File: src/rtl/ship_ctrl_if.sv
// Shot request handshake between the ship controller and the bullet engine.
// Ports: shot_valid/shot_x from the ship side, shot_ready from the bullet side.

interface ship_ctrl_if;
   logic        shot_valid;
   logic        shot_ready;
   logic [15:0] shot_x;

   modport master (
      output shot_valid,
      output shot_x,
      input  shot_ready
   );

   modport slave (
      input  shot_valid,
      input  shot_x,
      output shot_ready
   );
endinterface

File: src/rtl/ship_ctrl.sv
// Per-frame ship motion from accelerometer tilt, plus one-shot fire control.
// Ports: clk_pix/rst, frame pulse, tilt_x/tilt_valid, fire, ship_x, busy,
//        shot (valid/ready/x handshake to the bullet engine).

module ship_ctrl #(
   parameter int SCREEN_W   = 640,
   parameter int SHIP_WIDTH = 17,
   parameter int X_INIT     = 220,
   parameter int DEADZONE   = 16,
   parameter int SHIFT      = 4,
   parameter int MAX_STEP   = 8,
   parameter int COOLDOWN   = 15
) (
   input  logic               clk_pix,
   input  logic               rst,
   input  logic               frame,
   input  logic signed [11:0] tilt_x,
   input  logic               tilt_valid,
   input  logic               fire,
   output logic [15:0]        ship_x,
   output logic               busy,
   ship_ctrl_if.master        shot
);

   localparam int CW = (COOLDOWN > 0) ? $clog2(COOLDOWN + 1) : 1;

   localparam logic signed [12:0] DZ      = 13'(DEADZONE);
   localparam logic signed [11:0] STEP_HI = 12'(MAX_STEP);
   localparam logic signed [11:0] STEP_LO = -12'(MAX_STEP);
   localparam logic signed [16:0] X_MAX   = 17'(SCREEN_W - SHIP_WIDTH);
   localparam logic [15:0]        X_RST   = 16'(X_INIT);
   localparam logic [15:0]        X_MID   = 16'(SHIP_WIDTH / 2);
   localparam logic [CW-1:0]      CD_LOAD = CW'(COOLDOWN);

   typedef enum logic [1:0] {
      IDLE,
      CALC,
      MOVE
   } state_t;

   state_t state_q, state_d;

   logic signed [11:0] tilt_q, tilt_d;
   logic signed [11:0] step_q, step_d;
   logic [15:0]        ship_x_q, ship_x_d;
   logic               fire_q, fire_d;
   logic               shot_valid_q, shot_valid_d;
   logic [15:0]        shot_x_q, shot_x_d;
   logic [CW-1:0]      cd_q, cd_d;

   logic signed [12:0] tilt_ext;
   logic signed [12:0] tilt_mag;
   logic signed [11:0] tilt_shr;
   logic signed [16:0] nx;
   logic               fire_edge;

   // Motion path: tilt latch and the IDLE -> CALC -> MOVE update.
   always_comb begin
      tilt_d   = tilt_valid ? tilt_x : tilt_q;
      state_d  = state_q;
      step_d   = step_q;
      ship_x_d = ship_x_q;

      // 13-bit magnitude so that -2048 does not wrap.
      tilt_ext = {tilt_q[11], tilt_q};
      tilt_mag = tilt_ext[12] ? -tilt_ext : tilt_ext;
      tilt_shr = tilt_q >>> SHIFT;

      nx = $signed({1'b0, ship_x_q}) + $signed({{5{step_q[11]}}, step_q});

      unique case (state_q)
         IDLE: begin
            if (frame) state_d = CALC;
         end
         CALC: begin
            if (tilt_mag < DZ)          step_d = '0;
            else if (tilt_shr > STEP_HI) step_d = STEP_HI;
            else if (tilt_shr < STEP_LO) step_d = STEP_LO;
            else                         step_d = tilt_shr;
            state_d = MOVE;
         end
         MOVE: begin
            if (nx < 0)          ship_x_d = '0;
            else if (nx > X_MAX) ship_x_d = X_MAX[15:0];
            else                 ship_x_d = nx[15:0];
            state_d = IDLE;
         end
         default: state_d = IDLE;
      endcase
   end

   // Fire path: edge detect, accept, handshake and frame-based cooldown.
   always_comb begin
      fire_d       = fire;
      fire_edge    = fire & ~fire_q;
      shot_valid_d = shot_valid_q;
      shot_x_d     = shot_x_q;
      cd_d         = cd_q;

      if (frame && cd_q != '0) cd_d = cd_q - 1'b1;

      // A completed transfer reloads cooldown, overriding any frame decrement.
      if (shot_valid_q && shot.shot_ready) begin
         shot_valid_d = 1'b0;
         cd_d         = CD_LOAD;
      end else if (fire_edge && !shot_valid_q && cd_q == '0) begin
         shot_valid_d = 1'b1;
         shot_x_d     = ship_x_q + X_MID;
      end
   end

   always_ff @(posedge clk_pix or posedge rst) begin
      if (rst) begin
         state_q      <= IDLE;
         tilt_q       <= '0;
         step_q       <= '0;
         ship_x_q     <= X_RST;
         fire_q       <= 1'b1;
         shot_valid_q <= 1'b0;
         shot_x_q     <= '0;
         cd_q         <= '0;
      end else begin
         state_q      <= state_d;
         tilt_q       <= tilt_d;
         step_q       <= step_d;
         ship_x_q     <= ship_x_d;
         fire_q       <= fire_d;
         shot_valid_q <= shot_valid_d;
         shot_x_q     <= shot_x_d;
         cd_q         <= cd_d;
      end
   end

   assign ship_x          = ship_x_q;
   assign busy            = (state_q != IDLE);
   assign shot.shot_valid = shot_valid_q;
   assign shot.shot_x     = shot_x_q;

endmodule

File: src/flat_wrapper.sv
// flat-port wrapper written by rule: the top's interface ports become plain ports
module ship_ctrl_flat 
#(
   parameter int SCREEN_W   = 640,
   parameter int SHIP_WIDTH = 17,
   parameter int X_INIT     = 220,
   parameter int DEADZONE   = 16,
   parameter int SHIFT      = 4,
   parameter int MAX_STEP   = 8,
   parameter int COOLDOWN   = 15
)
  (clk_pix, rst, frame, tilt_x, tilt_valid, fire, ship_x, busy, shot_shot_valid, shot_shot_x, shot_shot_ready);
  ship_ctrl_if shot_i ();
  input  logic clk_pix;
  input  logic rst;
  input  logic frame;
  input  logic signed [11:0] tilt_x;
  input  logic tilt_valid;
  input  logic fire;
  output logic [15:0] ship_x;
  output logic busy;
  output wire logic [$bits(shot_i.shot_valid)-1:0] shot_shot_valid;
  output wire logic [$bits(shot_i.shot_x)-1:0] shot_shot_x;
  input wire logic [$bits(shot_i.shot_ready)-1:0] shot_shot_ready;
  assign shot_shot_valid = shot_i.shot_valid;
  assign shot_shot_x = shot_i.shot_x;
  assign shot_i.shot_ready = shot_shot_ready;
  ship_ctrl #(.SCREEN_W(SCREEN_W), .SHIP_WIDTH(SHIP_WIDTH), .X_INIT(X_INIT), .DEADZONE(DEADZONE), .SHIFT(SHIFT), .MAX_STEP(MAX_STEP), .COOLDOWN(COOLDOWN)) u_core (.clk_pix(clk_pix), .rst(rst), .frame(frame), .tilt_x(tilt_x), .tilt_valid(tilt_valid), .fire(fire), .ship_x(ship_x), .busy(busy), .shot(shot_i));
endmodule
File: config.mk
export PLATFORM = sky130hd
export DESIGN_NAME = ship_ctrl_flat
export DESIGN_NICKNAME = d
export VERILOG_FILES = /design/src/rtl/ship_ctrl_if.sv /design/src/rtl/ship_ctrl.sv /design/src/flat_wrapper.sv
export SDC_FILE = /design/constraint.sdc
export NUM_CORES = 1
export LEC_CHECK = 0
export ABC_AREA = 1
export CAP_MARGIN = 20
export CORE_MARGIN = 8
export CORE_UTILIZATION = 40
export CTS_BUF_LIST = sky130_fd_sc_hd__clkbuf_4
export DETAILED_ROUTE_END_ITERATION = 6
export RECOVER_POWER = 100
export SYNTH_ARGS = -nofsm -noshare
export SYNTH_HDL_FRONTEND = slang
export SYNTH_SLANG_ARGS = --single-unit
export TNS_END_PERCENT = 30
File: constraint.sdc
create_clock -name clk_pix -period 2.5 [get_ports clk_pix]
set_input_delay 0.625 -clock clk_pix [delete_from_list [all_inputs] [get_ports clk_pix]]
set_output_delay 0.625 -clock clk_pix [all_outputs]
set_load 0.005 [all_outputs]
==> run summary, run 1 <==
===============================================================================
Maximum clock frequency                                                 421 MHz
First-pass GRT wire length                                            16,200 um
Aggregate global-route resource usage                                     15.5%
Arrival time at the worst endpoint                                      2680 ps
Mapped Avg Cell Area                                                   7.07 um2
Largest fanout on the critical path                                           6
Reg clk slew, reported paths                                             110 ps
Die outline width                                                        113 um
Final estimated routing congestion in global placement                    0.937
Site Rows                                                                    35
Post-Syn Instances                                                          535
Area of the die                                                      12,800 um2
Most common cell on crit path                                      sky130_fd_sc_hd__nand2_1
Most instantiated flip-flop cell in the synthesis netlist          sky130_fd_sc_hd__dfrtp_1
Max VDD drop                                                         0.000406 V
Buffers from clock root to sink, at most                                      2
Final max-slew violation count                                                0
Syn Nets                                                                    573
Data required time at the worst endpoint                                2810 ps
Post-route clock skew                                                   19.4 ps
Worst stage delay on the critical path                                   560 ps
Proportion of layout cells with a drive suffix above 1                    15.6%
Critical path cell sequence                                        ha_2 -> or2_4 -> nand3_2 -> nand2_1 -> nand2_1 -> nand3b_1 -> and2_4 -> a21oi_2 -> nand2_2 -> nand3_2 -> nand2_1 -> nand2_1 -> nand2_1
Setup WS post-layout                                                     124 ps
Diodes inserted                                                               0
Transition time at the pin with the least slew margin                    689 ps
CP Class                                                           flip-flop to flip-flop
Number of buffers created by CTS                                              9
Synth cell types                                                             33
Final routed wire length divided by cell count                          13.4 um
Clock root buffer master                                           sky130_fd_sc_hd__clkbuf_4
Dpl hpwl                                                                7480 um
Power density cells                                                  953 nW/um2
Worst slack at placement                                                13.3 ps
Nature of the critical path endpoint                                  flip-flop
Via count                                                                 3,593
Crit path time final                                                    2380 ps
Via count of the first global-routing pass                                3,517
Number of filler instances in the final layout                              901
CTS Hold Bufs                                                                 0
Pre-antenna DRT Iters                                                         4
Via density per instance                                                   4.90
Count of buffers from port buffering                                         51
DRC viols                                                                     0
Number of nets in the layout                                                656
Count of endpoints failing hold in the final timing report                    0
Starting density of the core                                              41.2%
Count of state elements after synthesis                                      60
Grt total ovfl                                                                0
Core region area                                                       9200 um2
Final worst path period share                                             95.1%
Max Cap Violations                                                            0
Maximum level of the CTS H-tree                                               3
Result of the run                                                  finished clean
Area added between synthesis and finish                                   31.2%
Cell area after technology mapping                                     3780 um2
Number of enable flip-flop cells after synthesis                              0
Sink Count                                                                   60
Lkg Pwr                                                                 2.50 nW
CTS tree                                                                  built
Post-layout util                                                          54.0%
Kind of start point of the critical path                              flip-flop
Worst path slowest cell                                            sky130_fd_sc_hd__dfstp_2
Sequential share of the synthesized area                                  39.9%
Number of DRC markers after the initial detailed-route iteration            158
Number of top-level pins                                                     52
Maximum number of pins on one net before global-route repair                 40
Path category of the worst min-delay check                         flip-flop to flip-flop
DRT Wirelength                                                          9830 um
Unrepaired setup endpoints after global routing                            true
Antenna-violating nets left                                                   0
Insertion delay to the later sink of the worst-skew pair                 400 ps
Vert. Die Dim                                                            113 um
Final setup viols                                                             0
Worst-case headroom to the max-slew limit                                 54.0%
Yosys warning count                                                           0
Synth async-reset ratio                                                    100%
Antenna violations before repair                                              0
===============================================================================
## timing repair
item                                   CTS  global route
resized for setup                        1            39
setup buffers                            0             9
gates cloned                             0             1
endpoints found under the hold margin    0             0
setup endpoints to repair                8            11
pin swaps                                0             9
## final timing paths
kind | from | endpoint | slack [ps] | cells after the start
setup / recovery | u_core.ship_x[2] | u_core.ship_x[1] | 120 | 13
hold / removal | u_core.shot.shot_x[14] | u_core.shot.shot_x[14] | 490 | 2
setup reg to reg | u_core.ship_x[2] | u_core.ship_x[1] | 120 | 13
hold reg to reg | u_core.shot.shot_x[14] | u_core.shot.shot_x[14] | 490 | 2
max in group asynchronous | rst | u_core.tilt_q[4] | 1020 | 3
min in group asynchronous | rst | u_core.tilt_q[3] | 750 | 2
## cells in the final DEF, fill, tap and decap left out, drive strengths merged
cell type,synthesis,layout
o22ai,2,2
nor3,6,6
nand4,8,8
and2,5,5
nor4,3,3
ha,19,19
buf,1,25
o21bai,1,1
nand3,30,31
o211ai,1,1
dfrtp,54,54
dfstp,6,6
clkinv,2,5
nor2,38,38
clkdlybuf4s50,0,49
xnor2,2,2
clkbuf,5,11
nor3b,1,1
a21oi,13,13
bufinv,0,2
and3,1,1
fa,1,1
dlygate4sd3,0,2
o21ai,36,36
or2,1,1
nand2,195,195
xor2,5,5
o31ai,5,5
inv,87,87
nand3b,7,7
## per-layer routing
layer | part of all wire [%] | vias up | global-route usage (%) | routed length, um
met1 | 44 | 1648 | 18.3 | 4280
met2 | 48 | 72 | 25.7 | 4720
met4 | 3.6 | 0 | 7.90 | 352
met3 | 4.9 | 25 | 3.83 | 478
li1 | - | 1848 | - | -
met5 | 0 | - | 0 | 0
## cells in the mapped netlist (2+ instances only)
library cell	instances	share of area [%]
sky130_fd_sc_hd__a21oi_1	13	1.7
sky130_fd_sc_hd__and2_1	5	0.83
sky130_fd_sc_hd__clkbuf_1	5	0.50
sky130_fd_sc_hd__clkinv_1	2	0.20
sky130_fd_sc_hd__dfrtp_1	54	36
sky130_fd_sc_hd__dfstp_2	6	4.2
sky130_fd_sc_hd__ha_1	19	6.3
sky130_fd_sc_hd__inv_1	85	8.4
sky130_fd_sc_hd__inv_2	2	0.20
sky130_fd_sc_hd__nand2_1	190	19
sky130_fd_sc_hd__nand2_2	5	0.83
sky130_fd_sc_hd__nand3_1	26	3.4
sky130_fd_sc_hd__nand3_2	3	0.79
sky130_fd_sc_hd__nand3b_1	7	1.4
sky130_fd_sc_hd__nand4_1	8	1.3
sky130_fd_sc_hd__nor2_1	36	3.6
sky130_fd_sc_hd__nor2_2	2	0.33
sky130_fd_sc_hd__nor3_1	6	0.79
sky130_fd_sc_hd__nor4_1	3	0.50
sky130_fd_sc_hd__o21ai_0	36	4.8
sky130_fd_sc_hd__o22ai_1	2	0.33
sky130_fd_sc_hd__o31ai_1	5	0.99
sky130_fd_sc_hd__xnor2_1	2	0.46
sky130_fd_sc_hd__xor2_1	4	0.93
## power by group
part / internal, W / switching, W / leakage, nW
registers: 0.00124 / 0.000213 / 0.759
logic: 0.00114 / 0.00136 / 1.66
clock network: 0.000409 / 0.000364 / 0.0839
total: 0.00279 / 0.00194 / 2.50
## kinds of logic after synthesis
group / Yosys count / share of synthesized area, %
AOI/OAI and AO/OA: 58 / 8.20
adders and majority gates: 20 / 6.81
buffers and inverters: 95 / 9.62
xor gates and xnor gates: 7 / 1.82
and+or+nand+nor: 295 / 33.7
DFF: 60 / 39.9
## per-stage QoR
| stage | area [um2] | std cells | setup TNS [ps] | hold slack (ps) | power, W |
|---|---|---|---|---|---|
| floorplan | 3780 | 535 | 0 | 452 | 0.00281 |
| global placement | 4540 | 708 | 0 | 463 | 0.00366 |
| detailed placement | 4540 | 708 | 0 | 466 | 0.00369 |
| CTS | 4700 | 723 | 0 | 488 | 0.00448 |
| global route | 4960 | 733 | -104 | 508 | 0.00515 |
| finish | 4960 | 733 | 0 | 487 | 0.00473 |
## final cells by class
cell class / count / area (um2) / share of cell area (%)
Clock buffer: 10 / 75.1 / 1.51
Tap cell: 111 / 139 / 2.80
Multi-Input combinational cell: 381 / 2110 / 42.6
Sequential cell: 60 / 1510 / 30.4
Clock inverter: 5 / 77.6 / 1.56
Timing Repair Buffer: 77 / 714 / 14.4
Inverter: 89 / 334 / 6.73
## registers in the layout (all words and copies together), names as in the netlist
| register | flops |
|---|---|
| u_core.shot.shot_x | 16 |
| u_core.tilt_q | 12 |
| u_core.shot.shot_valid | 1 |
| u_core.step_q | 8 |
| u_core.state_q | 2 |
| u_core.ship_x | 16 |
| u_core.fire_q | 1 |
| u_core.cd_q | 4 |
## worst max-delay path, delay by kind of cell, from the launching register on
family / cells / cell delay, ps
DFF: 1 / 560
AOI/OAI and AO/OA: 1 / 140
and+or+nand+nor: 11 / 1260
adders and majority gates: 1 / 320
Note: power is estimated with default switching activity, not from simulation.
==> inputs of run 2 (changes only) <==
==> constraint.sdc (replaced) <==
create_clock -name clk_pix -period 2.5 [get_ports clk_pix]
set_input_delay 0.625 -clock clk_pix [delete_from_list [all_inputs] [get_ports clk_pix]]
set_output_delay 0.625 -clock clk_pix [all_outputs]
set_load 0.05 [all_outputs]
==> run summary, run 2 (same netlist as run 1, synthesis figures left out) <==
===============================================================================
Hold Worst Slack                                                         486 ps   -0.595 ps
Lkg Pwr                                                                 2.51 nW   +0.36%
Logic gate share of total power                                           55.4%   +2.5 points
Total area of multi-input combinational cells                          2020 um2   -4.2%
Worst stage delay on the critical path                                   810 ps   +250 ps
Power density cells                                                 1060 nW/um2   +12%
Total stage count of the critical path                                        2   -11
Fin cells                                                                   723   -1.4%
Critical path cell sequence                                        buf_4 -> clkdlybuf4s50_1
Cells after DPL                                                             702   -0.85%
Grt total ovfl                                                                0   unchanged
Result of the run                                                  finished clean
HP Start                                                           u_core.shot.shot_x[4]
Maximum number of pins on one net before global-route repair                 44   +10%
Kind of start point of the critical path                              flip-flop
Final routed wire length divided by cell count                          13.1 um   -2.6%
First-pass GRT wire length                                            15,900 um   -2.0%
Critical R2R Launch                                                u_core.ship_x[2]
Final worst path period share                                             98.1%   +3.0 points
Via count                                                                 3,490   -2.9%
End of the critical path                                              ship_x[8]
Final estimated routing congestion in global placement                    0.926   -1.1%
Final setup viols                                                             0   unchanged
Worst path slowest cell                                            sky130_fd_sc_hd__clkdlybuf4s50_1
Buffers from clock root to sink, at most                                      2   unchanged
R2r endpoint                                                       u_core.ship_x[9]
Final max-slew violation count                                                0   unchanged
Diodes inserted                                                               0   unchanged
Vert. Die Dim                                                            113 um   unchanged
Antenna violations before repair                                              0   unchanged
Path category of the worst min-delay check                         flip-flop to flip-flop
Number of buffers created by CTS                                              9   unchanged
Crit path buf inv count                                                       2   +2
Reg clk slew, reported paths                                             110 ps   about the same
Arrival time at the worst endpoint                                      1830 ps   -850 ps
Maximum level of the CTS H-tree                                               3   unchanged
Number of top-level pins                                                     52   unchanged
CTS tree                                                                  built
Unrepaired setup endpoints after global routing                            true
DRC viols                                                                     0   unchanged
Site Rows                                                                    35   unchanged
Pre-antenna DRT Iters                                                         4   unchanged
Maximum clock frequency                                                 408 MHz   -3.1%
Most common cell after layout, fill and taps aside                 sky130_fd_sc_hd__nand2_1
Number of DRC markers after the initial detailed-route iteration            212   +34%
Count of endpoints failing hold in the final timing report                    0   unchanged
Setup slack of the most critical reg-to-reg path                         140 ps   +20 ps
Length in cells of the worst reg-to-reg path                                 14   +1
Via density per instance                                                   4.83   -1.5%
Core region area                                                       9200 um2   unchanged
Clock root buffer master                                           sky130_fd_sc_hd__clkbuf_4
Proportion of layout cells with a drive suffix above 1                    11.9%   -3.7 points
Nature of the critical path endpoint                                output port
Die outline width                                                        113 um   unchanged
Launching element of the worst setup path                          u_core.ship_x[8]
Post-layout power                                                     0.00509 W   +7.5%
Post-route clock skew                                                   21.7 ps   +2.28 ps
Max VDD drop                                                         0.000462 V   +14%
Crit path time final                                                    2450 ps   +75.0 ps
Dpl hpwl                                                                7340 um   -1.9%
Area occupied by registers                                             1510 um2   unchanged
Largest fanout on the critical path                                           6   unchanged
Leading cell types in the layout, fill and taps excluded           sky130_fd_sc_hd__nand2_1, sky130_fd_sc_hd__inv_1, sky130_fd_sc_hd__dfrtp_1
Sw Share                                                                  48.6%   +7.6 points
Area of the die                                                      12,800 um2   unchanged
Aggregate global-route resource usage                                     15.2%   -0.30 points
Worst-case headroom to the max-slew limit                                 49.9%   -4.1 points
DRT Wirelength                                                          9450 um   -3.9%
Count of buffers from port buffering                                         51   unchanged
Via count of the first global-routing pass                                3,419   -2.8%
Dominant delay contributor by cell family on the critical path     buffers and inverters
Starting density of the core                                              41.2%   unchanged
Area added between synthesis and finish                                   26.4%
Transition time at the pin with the least slew margin                    750 ps   +60.8 ps
Max Cap Violations                                                            0   unchanged
Relative contribution of sequential cells to total power                  28.6%   -2.2 points
Portion of total power attributed to the clock network                    16.0%   -0.3 points
Data required time at the worst endpoint                                1880 ps   -930 ps
CP Class                                                           flip-flop to output port
Insertion delay to the later sink of the worst-skew pair                 410 ps   about the same
Antenna-violating nets left                                                   0   unchanged
Sink Count                                                                   60   unchanged
Number of filler instances in the final layout                              917   +1.8%
Design internal power                                                 0.00262 W   -6.3%
Number of nets in the layout                                                645   -1.7%
Switching Power                                                       0.00247 W   +27%
===============================================================================
## run 2: cell count changes in the layout (fill, tap and decap cells not counted), sizes merged
cell,before,now
clkbuf,11,18
buf,25,8
dlygate4sd2,0,4
inv,87,88
clkdlybuf4s50,49,20
clkinvlp,0,1
dlygate4sd3,2,25
## run 2: metrics by stage
stage	util [%]	area, um2	setup slack, ps	setup TNS, ps
floorplan	-	3790	32.0	0
detailed placement	48.9	4500	-7.62	-15.2
CTS	50.7	4660	14.4	0
global route	52.0	4780	-11.6	-36.8
finish	52.0	4780	48.6	0
global placement	48.9	4500	51.4	0
## run 2: power by group through the flow
stage	clock network, W	registers (W)	logic [W]
2_1_floorplan	0	0.00199	0.00136
3_3_place_gp	0	0.00148	0.00268
3_5_place_dp	0	0.00149	0.00269
4_1_cts	0.000834	0.00147	0.00269
5_1_grt	0.000874	0.00149	0.00311
6_report	0.000816	0.00146	0.00282
## run 2: area by class of cell
cell class	count	share of cell area, %
tap	111	2.90
sequential	60	31.6
multi-input combinational	381	42.3
timing repair buffer	66	12.7
inverter	89	6.98
clock buffer	9	1.41
clock inverter	7	2.07
## run 2: worst reg2reg max path, cell delays in order, from the launching register on
cell,delay [ps]
sky130_fd_sc_hd__dfstp_2,580
sky130_fd_sc_hd__ha_2,320
sky130_fd_sc_hd__or2_4,270
sky130_fd_sc_hd__nand3_2,90
sky130_fd_sc_hd__nand2_1,100
sky130_fd_sc_hd__nand2_1,100
sky130_fd_sc_hd__nand3_1,70
sky130_fd_sc_hd__nand2_1,130
sky130_fd_sc_hd__nand2_1,80
sky130_fd_sc_hd__nor2_2,120
sky130_fd_sc_hd__nand3_2,130
sky130_fd_sc_hd__nand3_4,130
sky130_fd_sc_hd__nand2_1,60
sky130_fd_sc_hd__nand2_1,50
sky130_fd_sc_hd__nand2_1,40
## run 2: worst min-delay path by stage
stage                     cells after the start                     end  slack (ps)
after global placement                        2  u_core.shot.shot_x[14]         470
after CTS                                     2  u_core.shot.shot_x[12]         500
after detailed placement                      2  u_core.shot.shot_x[12]         470
after floorplan                               2          u_core.cd_q[0]         450
final                                         2   u_core.shot.shot_x[4]         490
after global routing                          2  u_core.shot.shot_x[11]         520
## run 2: metal layers
metal  vias to the layer above  global-route usage [%]  part of all wire [%]
met1                      1577                    18.0                    46
met2                        64                    26.5                    48
met4                         0                    3.82                  0.93
met5                         -                       0                     0
met3                        10                    4.26                   5.2
li1                       1839                       -                     -
## run 2: repair_timing
| item | 4_1_cts | 5_1_grt |
|---|---|---|
| gates resized for setup | 5 | 28 |
| cloned | 0 | 1 |
| setup endpoints to repair | 14 | 13 |
| hold endpoints to repair | 0 | 0 |
| buffers inserted | 0 | 4 |
| hold buffers | 0 | 0 |
| pin swaps | 0 | 3 |
==> inputs of run 3 (changes only) <==
--- a/config.mk
+++ b/config.mk
@@ -6,11 +6,13 @@
 export NUM_CORES = 1
 export LEC_CHECK = 0
 export ABC_AREA = 1
+export ABC_CLOCK_PERIOD_IN_PS = 2500
 export CAP_MARGIN = 20
 export CORE_MARGIN = 8
 export CORE_UTILIZATION = 40
 export CTS_BUF_LIST = sky130_fd_sc_hd__clkbuf_4
 export DETAILED_ROUTE_END_ITERATION = 6
+export GPL_TIMING_DRIVEN = 0
 export RECOVER_POWER = 100
 export SYNTH_ARGS = -nofsm -noshare
 export SYNTH_HDL_FRONTEND = slang
==> run summary, run 3 (same netlist as run 1, synthesis figures left out) <==
===============================================================================
Result of the run                                                  finished clean
Total negative setup slack                                                 0 ps   unchanged
Aggregate global-route resource usage                                     14.8%   -0.47 points
Number of DRC markers after the initial detailed-route iteration            120   -43%
Dpl hpwl                                                                7270 um   -0.92%
Via density per instance                                                   4.87   +0.92%
Starting density of the core                                              41.2%   unchanged
Hold Worst Slack                                                         490 ps   +4.12 ps
Area occupied by registers                                             1510 um2   about the same
Leading cell types in the layout, fill and taps excluded           sky130_fd_sc_hd__nand2_1, sky130_fd_sc_hd__inv_1, sky130_fd_sc_hd__dfrtp_1
Grt total ovfl                                                                0   unchanged
Site Rows                                                                    35   unchanged
Pre-antenna DRT Iters                                                         4   unchanged
Power density cells                                                 1060 nW/um2   -0.47%
Final estimated routing congestion in global placement                    0.880   -5.0%
Die outline width                                                        113 um   unchanged
Final worst path period share                                             97.9%   -0.15 points
Maximum level of the CTS H-tree                                               3   unchanged
Arrival time at the worst endpoint                                      1820 ps   about the same
Proportion of layout cells with a drive suffix above 1                    12.5%   +0.61 points
Via count of the first global-routing pass                                3,387   -0.94%
Setup WS post-layout                                                    52.3 ps   +3.67 ps
Total area of multi-input combinational cells                          2050 um2   +1.4%
Max Cap Violations                                                            0   unchanged
Maximum number of pins on one net before global-route repair                 35   -20%
Number of top-level pins                                                     52   unchanged
Area of the die                                                      12,800 um2   unchanged
Core region area                                                       9200 um2   unchanged
Kind of start point of the critical path                              flip-flop
Global-route met2 utilization                                             26.1%   -0.40 points
Post-detailed-placement cell area                                      4460 um2   -1.0%
Antenna violations before repair                                              0   unchanged
Final design instance area without fill                                4820 um2   +0.68%
Antenna-violating nets left                                                   0   unchanged
Post-route clock skew                                                   14.1 ps   -7.53 ps
DRT Wirelength                                                          9440 um   -0.13%
Clock root buffer master                                           sky130_fd_sc_hd__clkbuf_4
Insertion delay to the later sink of the worst-skew pair                 390 ps   -20 ps
Count of buffers from port buffering                                         51   unchanged
Count of endpoints failing hold in the final timing report                    0   unchanged
Largest fanout on the critical path                                           7   +1
Hold Path Cell Cnt                                                            2   unchanged
Length in cells of the worst reg-to-reg path                                 15   +1
Reg clk slew, reported paths                                             100 ps   about the same
Met1 demand-to-capacity share in global routing                           16.7%   -1.3 points
Vert. Die Dim                                                            113 um   unchanged
Final max-slew violation count                                                0   unchanged
GR Util met3                                                              4.37%   +0.11 points
Number of nets in the layout                                                647   +0.31%
Worst path slowest cell                                            sky130_fd_sc_hd__clkdlybuf4s50_1
Total stage count of the critical path                                        1   -1
Worst stage delay on the critical path                                   890 ps   +80 ps
Worst slack at placement                                                -180 ps   -172 ps
Critical path cell sequence                                        clkdlybuf4s50_1
Post-layout power                                                     0.00510 W   +0.21%
Number of buffers created by CTS                                              9   unchanged
Final routed wire length divided by cell count                          13.0 um   -0.40%
Via count                                                                 3,532   +1.2%
Unrepaired setup endpoints after global routing                            true
Worst-case headroom to the max-slew limit                                 32.4%   -18 points
Crit path buf inv count                                                       1   -1
Final setup viols                                                             0   unchanged
GR peak layer                                                              met2
CTS tree                                                                  built
Diodes inserted                                                               0   unchanged
Sink Count                                                                   60   unchanged
Maximum clock frequency                                                 409 MHz   +0.15%
Transition time at the pin with the least slew margin                   1010 ps   +263 ps
Buffers from clock root to sink, at most                                      2   unchanged
Lkg Pwr                                                                 2.47 nW   -1.7%
Most common cell after layout, fill and taps aside                 sky130_fd_sc_hd__nand2_1
Crit path time final                                                    2450 ps   -3.67 ps
DRC viols                                                                     0   unchanged
First-pass GRT wire length                                            15,500 um   -2.8%
Data required time at the worst endpoint                                1880 ps   about the same
Nature of the critical path endpoint                                output port
CP Class                                                           flip-flop to output port
Max VDD drop                                                         0.000414 V   -10%
Dominant delay contributor by cell family on the critical path     buffers and inverters
Area added between synthesis and finish                                   27.3%
Number of filler instances in the final layout                              917   unchanged
Path category of the worst min-delay check                         flip-flop to flip-flop
===============================================================================
==> run 3: cell types whose count changed in the layout (fill, tap and decap cells not counted), moves of 3 or more <==
cell,delta
sky130_fd_sc_hd__buf_4,+3
sky130_fd_sc_hd__clkbuf_2,-3
sky130_fd_sc_hd__clkbuf_4,+3
sky130_fd_sc_hd__clkdlybuf4s50_1,+7
sky130_fd_sc_hd__dlygate4sd3_1,-5
sky130_fd_sc_hd__ha_1,-5
sky130_fd_sc_hd__ha_4,+3
==> run 3: layer usage <==
layer	vias up	routed length [um]
li1	1828	-
met1	1635	4300
met2	60	4630
met3	9	389
met4	0	123
met5	-	0
==> run 3: worst paths after layout <==
kind                                       start               endpoint  slack (ps)
setup / recovery                u_core.ship_x[8]              ship_x[8]          50
hold / removal             u_core.shot.shot_x[7]  u_core.shot.shot_x[7]         490
setup reg to reg                u_core.ship_x[0]       u_core.ship_x[4]          90
hold reg to reg            u_core.shot.shot_x[7]  u_core.shot.shot_x[7]         490
max in group asynchronous                    rst       u_core.ship_x[7]         460
min in group asynchronous                    rst       u_core.tilt_q[6]         900
==> run 3: through the flow <==
| step | std cells | util (%) |
|---|---|---|
| final | 725 | 52.4 |
| after global routing | 725 | 52.4 |
| after CTS | 716 | 50.6 |
| after detailed placement | 698 | 48.4 |
| after global placement | 697 | 48.2 |
| after floorplan | 535 | - |
==> run 3: report_power, final <==
| part | total [W] | switching [W] | leakage (nW) | internal (W) |
|---|---|---|---|---|
| logic | 0.00284 | 0.00183 | 1.62 | 0.00101 |
| registers | 0.00148 | 0.000236 | 0.757 | 0.00125 |
| clock network | 0.000773 | 0.000349 | 0.0845 | 0.000424 |
| total | 0.00510 | 0.00242 | 2.47 | 0.00268 |
==> run 3: area by class of cell <==
class	count	share of cell area, %
Buffer	6	0.623
Tap cell	111	2.88
Sequential cell	60	31.4
Clock buffer	11	1.71
Timing Repair Buffer	62	12.3
Inverter	89	6.94
Multi-Input combinational cell	381	42.6
Clock inverter	5	1.58
==> run 3: timing repair <==
| action | in CTS | in global routing |
|---|---|---|
| pin swaps | 1 | 3 |
| hold buffers | 0 | 0 |
| gates resized for setup | 6 | 30 |
| setup endpoints to repair | 12 | 26 |
| buffers inserted | 2 | 8 |
| gates cloned | 0 | 1 |
